## src/rtl/sync_bus_qualifier.sv

```systemverilog
// sync_bus_qualifier
// Sits right after a multibit synchronizer flop. A sampled bus value is
// published on o_data only once it has been seen unchanged for
// STABLE_CYCLES consecutive edges, so mixed-bit transients never leak
// downstream. o_valid pulses for one cycle when a genuinely new value is
// published; o_locked stays high while the input matches the published value.
//
// Optional feature macro: STABLE_REJECT_CNT_EN
//   When defined, adds o_reject_count, a saturating count of candidates that
//   were abandoned before reaching the stability threshold. When undefined,
//   the port and its counter are absent and all other behaviour is unchanged.

module sync_bus_qualifier #(
    parameter int NB            = 8,
    parameter int STABLE_CYCLES = 3,
    parameter int CNT_NB        = 8
) (
    input  logic              i_clock,
    input  logic              i_reset,
    input  logic [NB-1:0]     i_data,
    output logic [NB-1:0]     o_data,
    output logic              o_valid,
    output logic              o_locked
`ifdef STABLE_REJECT_CNT_EN
    ,
    output logic [CNT_NB-1:0] o_reject_count
`endif
);

    typedef enum logic [1:0] {
        ST_IDLE   = 2'd0,
        ST_TRACK  = 2'd1,
        ST_LOCKED = 2'd2
    } state_t;

    // Count value at which the next matching sample is the final one needed.
    localparam logic [3:0] COMMIT_CNT = 4'(STABLE_CYCLES - 1);

    // Reject parameter combinations the 4-bit sample counter cannot serve.
    if (STABLE_CYCLES < 2 || STABLE_CYCLES > 15 || CNT_NB < 1) begin : g_param_check
        $error("sync_bus_qualifier: STABLE_CYCLES must be 2..15 and CNT_NB >= 1");
    end

    state_t          state_reg, state_next;
    logic [NB-1:0]   cand_reg,  cand_next;
    logic [3:0]      cnt_reg,   cnt_next;
    logic            first_reg, first_next;
    logic [NB-1:0]   data_reg,  data_next;
    logic            valid_reg, valid_next;
    logic            locked_reg, locked_next;

    logic [NB-1:0]   diff_bits;
    logic            cand_match;

    // Per-bit difference between the incoming sample and the current candidate.
    for (genvar gi = 0; gi < NB; gi++) begin : g_diff
        assign diff_bits[gi] = i_data[gi] ^ cand_reg[gi];
    end
    assign cand_match = ~|diff_bits;

    // Next-state and next-output decode for the qualification FSM.
    always_comb begin
        state_next = state_reg;
        cand_next  = cand_reg;
        cnt_next   = cnt_reg;
        first_next = first_reg;
        data_next  = data_reg;
        valid_next = 1'b0;

        case (state_reg)
            ST_IDLE: begin
                // First edge out of reset: whatever is on the bus becomes the candidate.
                cand_next  = i_data;
                cnt_next   = 4'd1;
                state_next = ST_TRACK;
            end
            ST_TRACK: begin
                if (!cand_match) begin
                    // Candidate abandoned before it settled; restart on the new sample.
                    cand_next = i_data;
                    cnt_next  = 4'd1;
                end else if (cnt_reg == COMMIT_CNT) begin
                    // Enough identical samples: publish. Re-committing the same
                    // value after a glitch is silent unless nothing was published yet.
                    data_next  = cand_reg;
                    valid_next = first_reg || (cand_reg != data_reg);
                    first_next = 1'b0;
                    state_next = ST_LOCKED;
                end else begin
                    cnt_next = cnt_reg + 4'd1;
                end
            end
            ST_LOCKED: begin
                if (!cand_match) begin
                    // Leaving a committed value is not a reject.
                    cand_next  = i_data;
                    cnt_next   = 4'd1;
                    state_next = ST_TRACK;
                end
            end
            default: begin
                state_next = ST_IDLE;
            end
        endcase

        locked_next = (state_next == ST_LOCKED);
    end

    // State and output registers with synchronous reset.
    always_ff @(posedge i_clock) begin
        if (i_reset) begin
            state_reg  <= ST_IDLE;
            cand_reg   <= '0;
            cnt_reg    <= 4'd0;
            first_reg  <= 1'b1;
            data_reg   <= '0;
            valid_reg  <= 1'b0;
            locked_reg <= 1'b0;
        end else begin
            state_reg  <= state_next;
            cand_reg   <= cand_next;
            cnt_reg    <= cnt_next;
            first_reg  <= first_next;
            data_reg   <= data_next;
            valid_reg  <= valid_next;
            locked_reg <= locked_next;
        end
    end

    assign o_data   = data_reg;
    assign o_valid  = valid_reg;
    assign o_locked = locked_reg;

`ifdef STABLE_REJECT_CNT_EN
    logic [CNT_NB-1:0] reject_reg;
    logic              reject_inc;

    // Only a mismatch while still tracking abandons a candidate.
    assign reject_inc = (state_reg == ST_TRACK) && !cand_match;

    // Saturating reject counter, cleared only by reset.
    always_ff @(posedge i_clock) begin
        if (i_reset) begin
            reject_reg <= '0;
        end else if (reject_inc && (reject_reg != {CNT_NB{1'b1}})) begin
            reject_reg <= reject_reg + 1'b1;
        end
    end

    assign o_reject_count = reject_reg;
`endif

endmodule

```

## config.mk

```make
export PLATFORM = sky130hd
export DESIGN_NAME = sync_bus_qualifier
export DESIGN_NICKNAME = d
export VERILOG_FILES = /design/src/rtl/sync_bus_qualifier.sv
export SDC_FILE = /design/constraint.sdc
export NUM_CORES = 1
export LEC_CHECK = 0
export BUFFER_PORTS_ARGS = -buffer_cell sky130_fd_sc_hd__buf_2
export CELL_PAD_IN_SITES_DETAIL_PLACEMENT = 0
export CELL_PAD_IN_SITES_GLOBAL_PLACEMENT = 1
export CORE_AREA = 3 3 60 62
export DETAILED_ROUTE_END_ITERATION = 7
export DIE_AREA = 0 0 63 65
export HOLD_SLACK_MARGIN = 0.12
export MAX_ROUTING_LAYER = met4
export PLACE_DENSITY = 0.87
export SETUP_SLACK_MARGIN = 0.3
export SLEW_MARGIN = 20
export SYNTH_ARGS = -nofsm -noshare
export SYNTH_HDL_FRONTEND = slang
export SYNTH_SLANG_ARGS = --single-unit
```

## constraint.sdc

```tcl
create_clock -name i_clock -period 2.2 [get_ports i_clock]
set_input_delay 0.22 -clock i_clock [delete_from_list [all_inputs] [get_ports i_clock]]
set_output_delay 0.22 -clock i_clock [all_outputs]
set_load 0.01 [all_outputs]
```

==> results.py, run 1 <==
metrics = {
    "global_route": {
        "grt_pass1_vias": 999,
        "grt_max_degree": 27,
        "antenna_found_initial": 0,
        "grt_pass1_wl_um": 4420,
        "grt_overflow": 0,
        "grtUsageTotal_pct": 13.6,
    },
    "worst_setup_path": {
        "r2r_setup_slack_ns": 0.41,
        "worstPathRequired_ns": 2.44,
        "cp.arrival_ns": 2.03,
        "path_class": "flip-flop to flip-flop",
        "crit_path_end_kind": "flip-flop",
        "cp_max_fo": 6,
        "cp-start-kind": "flip-flop",
    },
    "drt": {
        "via_count": 1023,
        "ant_nets": 0,
        "via_per_inst": 5.06,
        "drt_first_iter_violations": 20,
        "drc": 0,
        "wl_per_cell_um": 12.5,
        "firstDrtPassIters": 4,
        "totalWireLength_um": 2530,
    },
    "logic_synthesis": {
        "synth_area_leaders": "dfxtp_1, mux2i_1, nor2_1, xor2_1, ha_1",
        "synth_area_um2": 1350,
        "synth_seq_area_share_pct": 37.2,
        "syn_avg_cell_area_um2": 9.68,
        "yosysTopAreaCellShare_pct": 37.2,
        "postSynthCellCount": 139,
        "synth_fp_nets": 155,
        "yosysTopAreaCell": "dfxtp_1",
        "synth-seq-cells": 25,
        "ys_warn_count": 0,
        "synth.distinct_cells": 38,
    },
    "outcome": {
        "status": "finished clean",
    },
    "clocking": {
        "cts.sinks": 25,
        "cts_root_buffer": "clkbuf_4",
        "insertion_delay_ns": 0.32,
        "tritoncts": "yes",
        "numCtsBuffers": 3,
        "cts.reportedPaths.clkPinSlew_ns": 0.13,
        "clockBufferDepth": 2,
        "h-tree-depth": 1,
    },
    "die": {
        "io_pins": 20,
        "core_um2": 3080,
        "die_width_um": 63,
        "initial_core_util_pct": 43.7,
        "fp-row-count": 20,
        "die-area_um2": 4100,
        "die_y_um": 65,
    },
    "timing": {
        "fin_crit_sh_pct": 81.3,
        "max_freq_ghz": 0.559,
        "worst_pin_slew_ns": 0.464,
        "finalHoldViolations": 0,
        "setup-tns-final_ns": 0,
        "setup_viol": 0,
        "relSlewSlack_pct": 69.1,
        "finalMaxSlewViolations": 0,
        "rsz0062_at_grt": "true",
        "fin_crit_ns": 1.79,
        "fin_worst_skew_ns": 0.00171,
        "layout_setup_ws_ns": 0.411,
    },
    "cells_and_area": {
        "final_cells": 202,
        "drive_gt1_share_pct": 20.9,
        "regArea_um2": 502,
        "syn_to_final_growth_pct": 13.7,
        "nets": 175,
        "final_common_cell": "dfxtp_1",
        "antenna_cells": 0,
        "fillCellCount": 304,
        "multiInputGateArea_um2": 797,
        "mostFrequentLayoutCells": "dfxtp_1, nor2_1, buf_2",
    },
    "pwr": {
        "p_leak_nw": 0.706,
        "ir_drop_uv": 360,
        "power.density_nw_per_um2": 535,
    },
    "min_path": {
        "hold_class": "input pin to flip-flop",
    },
    "placement": {
        "globalplace.congestion": 0.744,
        "io_buffers": 19,
        "pre_cts_slack_ns": 0.386,
        "dp.cells": 197,
        "hpwl_um": 1890,
    },
    "run": {
        "drv_cap": 0,
    },
}
-- what timing repair did --
action,in CTS,in global routing
hold buffers,0,0
buffers inserted,0,1
setup endpoints to repair,0,12
hold endpoints to repair,0,0
gates resized for setup,0,3
-- logic make-up after synthesis --
kind of cell | Yosys count | share of synthesized area, %
mux | 17 | 12.7
fa+ha+maj | 6 | 5.58
flops | 25 | 37.2
buf+inv | 11 | 4.46
simple gates | 46 | 19.7
compound gates | 18 | 9.95
xor+xnor | 16 | 10.4
-- where the power goes --
part           leakage, nW  internal (mW)  switching (mW)
sequential           0.204          0.467          0.0182
clock               0.0139         0.0695           0.139
combinational        0.488         0.0562          0.0686
total                0.706          0.593           0.225
-- path summary, 6_finish.rpt --
path               startpoint           to  cells after the start
hold / removal      i_data[3]  cand_reg[3]                      3
hold reg to reg     first_reg    first_reg                      1
setup reg to reg  cand_reg[4]   cnt_reg[3]                      5
setup / recovery  cand_reg[4]   cnt_reg[3]                      5
-- Yosys cell counts (all sizes together) --
cell / instances
a211o: 1
a211oi: 1
a21o: 1
a21oi: 5
a221oi: 1
a31oi: 1
a41oi: 1
and2: 1
and4b: 1
buf: 3
clkbuf: 4
dfxtp: 25
ha: 6
inv: 4
mux2i: 17
nand2: 2
nand2b: 2
nand3: 4
nand4: 3
nand4b: 1
nor2: 21
nor2b: 2
nor3: 4
nor3b: 1
nor4: 3
nor4b: 1
o21a: 1
o21ai: 3
o22ai: 1
o32ai: 2
xnor2: 7
xor2: 9
-- worst max-delay path: stages (launching register included) --
cell and delay (ns):
dfxtp_1 0.38, xor2_1 0.20, nor4_4 0.44, and2_1 0.36, nand2_4 0.07, o32ai_1 0.27
-- routing by layer --
| metal | wire (um) | global-route usage [%] | up-vias |
|---|---|---|---|
| met3 | 77 | 1.56 | 4 |
| met2 | 1290 | 24.6 | 18 |
| met5 | 0 | - | - |
| met4 | 32 | 4.96 | 0 |
| li1 | - | - | 524 |
| met1 | 1130 | 15.5 | 477 |
-- area by class of cell --
| cell class | instances | area share (%) |
|---|---|---|
| Multi-Input combinational cell | 103 | 52.1 |
| Sequential cell | 25 | 32.8 |
| Clock inverter | 1 | 0.491 |
| Inverter | 4 | 0.982 |
| Clock buffer | 3 | 1.47 |
| Timing Repair Buffer | 22 | 8.51 |
| Tap cell | 44 | 3.60 |
-- through the flow --
| stage | hold WS [ns] | util [%] | power, mW | area, um^2 |
|---|---|---|---|---|
| after floorplan | 0.367 | - | 0.584 | 1350 |
| after global placement | 0.436 | 47.6 | 0.606 | 1470 |
| after detailed placement | 0.464 | 47.6 | 0.609 | 1470 |
| after CTS | 0.145 | 48.6 | 0.817 | 1500 |
| after global routing | 0.160 | 49.7 | 0.864 | 1530 |
| final | 0.153 | 49.7 | 0.818 | 1530 |
No activity file was read; power rests on OpenSTA's default activity.
==> inputs of run 2 (changes only) <==
--- a/config.mk
+++ b/config.mk
@@ -5,15 +5,16 @@
 export SDC_FILE = /design/constraint.sdc
 export NUM_CORES = 1
 export LEC_CHECK = 0
+export ABC_AREA = 1
 export BUFFER_PORTS_ARGS = -buffer_cell sky130_fd_sc_hd__buf_2
 export CELL_PAD_IN_SITES_DETAIL_PLACEMENT = 0
 export CELL_PAD_IN_SITES_GLOBAL_PLACEMENT = 1
-export CORE_AREA = 3 3 60 62
+export CORE_AREA = 3 3 66 68
 export DETAILED_ROUTE_END_ITERATION = 7
-export DIE_AREA = 0 0 63 65
+export DIE_AREA = 0 0 69 71
 export HOLD_SLACK_MARGIN = 0.12
 export MAX_ROUTING_LAYER = met4
-export PLACE_DENSITY = 0.87
+export PLACE_DENSITY = 0.82
 export SETUP_SLACK_MARGIN = 0.3
 export SLEW_MARGIN = 20
 export SYNTH_ARGS = -nofsm -noshare
==> constraint.sdc (replaced) <==
create_clock -name i_clock -period 1.61 [get_ports i_clock]
set_input_delay 0.161 -clock i_clock [delete_from_list [all_inputs] [get_ports i_clock]]
set_output_delay 0.161 -clock i_clock [all_outputs]
set_load 0.01 [all_outputs]
==> results.py, run 2 <==
metrics = {
    "outcome": {
        "status": "finished clean",
    },
    "logic_synthesis": {
        "yosysTopAreaCell": "dfxtp_1",
        "syn_avg_cell_area_um2": 7.09,
        "synth_fp_nets": 206,
        "ys_warn_count": 0,
        "synth_top_flop_cell": "dfxtp_1",
        "synth_seq_area_share_pct": 37.1,
        "yosysTopAreaCellShare_pct": 37.1,
        "async_flop_share_pct": 0,
        "synth_edf_count": 0,
        "synth_area_um2": 1350,
        "synth_area_leaders": "dfxtp_1, nand2_1, inv_1, o21ai_0, ha_1",
        "synth-seq-cells": 25,
        "postSynthCellCount": 190,
        "synth.distinct_cells": 27,
        "synth_most_common_cell": "nand2_1",
        "synth_commonest_cells": "nand2_1, inv_1, dfxtp_1",
    },
    "pwr": {
        "power.density_nw_per_um2": 717,
        "power_switching_mw": 0.412,
        "switching_share_pct": 29.3,
        "ir_drop_uv": 403,
        "clkPwrFrac_pct": 27.8,
        "p_int_mw": 0.994,
        "seq_power_share_pct": 48.0,
        "combPwrFrac_pct": 24.2,
        "p_leak_nw": 0.912,
    },
    "clocking": {
        "insertion_delay_ns": 0.27,
        "cts_root_buffer": "clkbuf_8",
        "tritoncts": "yes",
        "numCtsBuffers": 3,
        "clockBufferDepth": 2,
        "cts.sinks": 25,
        "h-tree-depth": 1,
        "cts.reportedPaths.clkPinSlew_ns": 0.09,
    },
    "placement": {
        "io_buffers": 19,
        "dp.cells": 264,
        "globalplace.congestion": 0.798,
        "hpwl_um": 2130,
    },
    "drt": {
        "via_per_inst": 4.68,
        "drc": 0,
        "drt_first_iter_violations": 72,
        "totalWireLength_um": 3250,
        "firstDrtPassIters": 4,
        "ant_nets": 0,
        "via_count": 1330,
        "wl_per_cell_um": 11.4,
    },
    "timing": {
        "relSlewSlack_pct": 80.9,
        "max_freq_ghz": 0.675,
        "setup-tns-final_ns": 0,
        "fin_crit_ns": 1.48,
        "fin_crit_sh_pct": 92.1,
        "finalHoldViolations": 0,
        "setup_viol": 0,
        "finalMaxSlewViolations": 0,
        "fin_worst_skew_ns": 0.00333,
        "rsz0062_at_grt": "true",
        "worst_pin_slew_ns": 0.286,
    },
    "cells_and_area": {
        "final_cells": 284,
        "final_common_cell": "nand2_1",
        "drive_gt1_share_pct": 44.9,
        "antenna_cells": 0,
        "nets": 251,
        "syn_to_final_growth_pct": 45.5,
        "mostFrequentLayoutCells": "nand2_1, inv_1, buf_4",
        "fin_util_pct": 50.1,
    },
    "worst_setup_path": {
        "reg2regPathDepth": 11,
        "cp.depth": 11,
        "r2r_setup_slack_ns": 0.13,
        "path_class": "flip-flop to flip-flop",
        "cpMaxStageDelayCell": "dfxtp_2",
        "cp_slowest_stage_delay_ns": 0.35,
        "cp_max_fo": 6,
        "cp.arrival_ns": 1.65,
        "cp-start-kind": "flip-flop",
        "rr_endpoint": "cnt_reg[0]",
        "crit_family": "simple AND/OR/NAND/NOR gates",
        "crit_path_end_kind": "flip-flop",
        "cpMostUsedCell": "nand2_4",
        "worstPathRequired_ns": 1.78,
        "rr_startpoint": "cand_reg[1]",
        "worst-path-buf-inv": 1,
        "path_cells": "xnor2_2, nand2_2, nor2_4, nand2_4, nor2_4, nand2_4, buf_6, nand2_4, nand2_2, nand2_1, nor2_1",
    },
    "die": {
        "fp-row-count": 23,
        "die_y_um": 71,
        "die_width_um": 69,
        "die-area_um2": 4900,
        "core_um2": 3910,
        "io_pins": 20,
        "initial_core_util_pct": 34.4,
    },
    "global_route": {
        "grt_pass1_vias": 1267,
        "use_met3_pct": 1.56,
        "top_usage_layer": "met2",
        "grtUsageTotal_pct": 14.3,
        "grt_max_degree": 17,
        "gr-usage-met1_pct": 17.3,
        "met2_usage_pct": 23.9,
        "antenna_found_initial": 0,
        "grt_pass1_wl_um": 5560,
        "grt_overflow": 0,
    },
    "min_path": {
        "hold-path-cell-count": 2,
        "holdPathEnd": "cnt_reg[3]",
        "min-delay-start": "i_reset",
        "hold_class": "input pin to flip-flop",
    },
    "run": {
        "drv_cap": 0,
    },
}
## run 2: metal layers
layer,up-vias,wire (um)
li1,690,-
met1,618,1540
met2,17,1580
met3,5,57
met4,0,63
met5,-,0
## run 2: worst max path at each step
stage,endpoint,from,slack [ns]
floorplan,cnt_reg[0],cand_reg[0],0.25
detailed placement,cnt_reg[0],cand_reg[1],0.05
global route,cnt_reg[2],cand_reg[4],0.0002
finish,cnt_reg[0],cand_reg[1],0.13
global placement,cnt_reg[2],cand_reg[1],0.09
CTS,cnt_reg[1],cand_reg[2],0.15
## run 2: cell families after synthesis
group / count (synthesis) / share of synthesized area, %
and+or+nand+nor: 82 / 27.1
AOI/OAI and AO/OA: 37 / 15.1
buffers and inverters: 33 / 10.5
DFF: 25 / 37.1
xor gates and xnor gates: 7 / 4.55
adders and majority gates: 6 / 5.57
## run 2: cell type report
class	count	area [um^2]
timing repair buffer	45	360
fill	397	1950
tap	50	62.6
multi-input combinational	132	868
clock buffer	3	41.3
sequential	25	513
inverter	28	108
clock inverter	1	7.51
## run 2: through the flow
stage / power [mW] / worst slack [ns] / cell area (um^2) / hold slack, ns
CTS: 1.38 / 0.152 / 1840 / 0.0827
detailed placement: 0.911 / 0.0499 / 1600 / 0.387
global placement: 0.909 / 0.0881 / 1600 / 0.384
floorplan: 0.835 / 0.251 / 1390 / 0.230
global route: 1.49 / 0.000177 / 1960 / 0.103
finish: 1.41 / 0.128 / 1960 / 0.101
## run 2: what timing repair did
| action | 4_1_cts | 5_1_grt |
|---|---|---|
| endpoints found under the setup margin | 25 | 25 |
| gates resized for setup | 36 | 18 |
| hold endpoints to repair | 3 | 3 |
| setup buffers | 10 | 4 |
| pin swaps | 21 | 10 |
| gates cloned | 1 | 1 |
## run 2: power groups by stage
stage	Sequential (mW)	Clock (mW)	Combinational [mW]
after detailed placement	0.683	0	0.228
after floorplan	0.680	0	0.155
after global routing	0.679	0.434	0.374
after global placement	0.682	0	0.227
final	0.674	0.391	0.341
after CTS	0.673	0.401	0.310
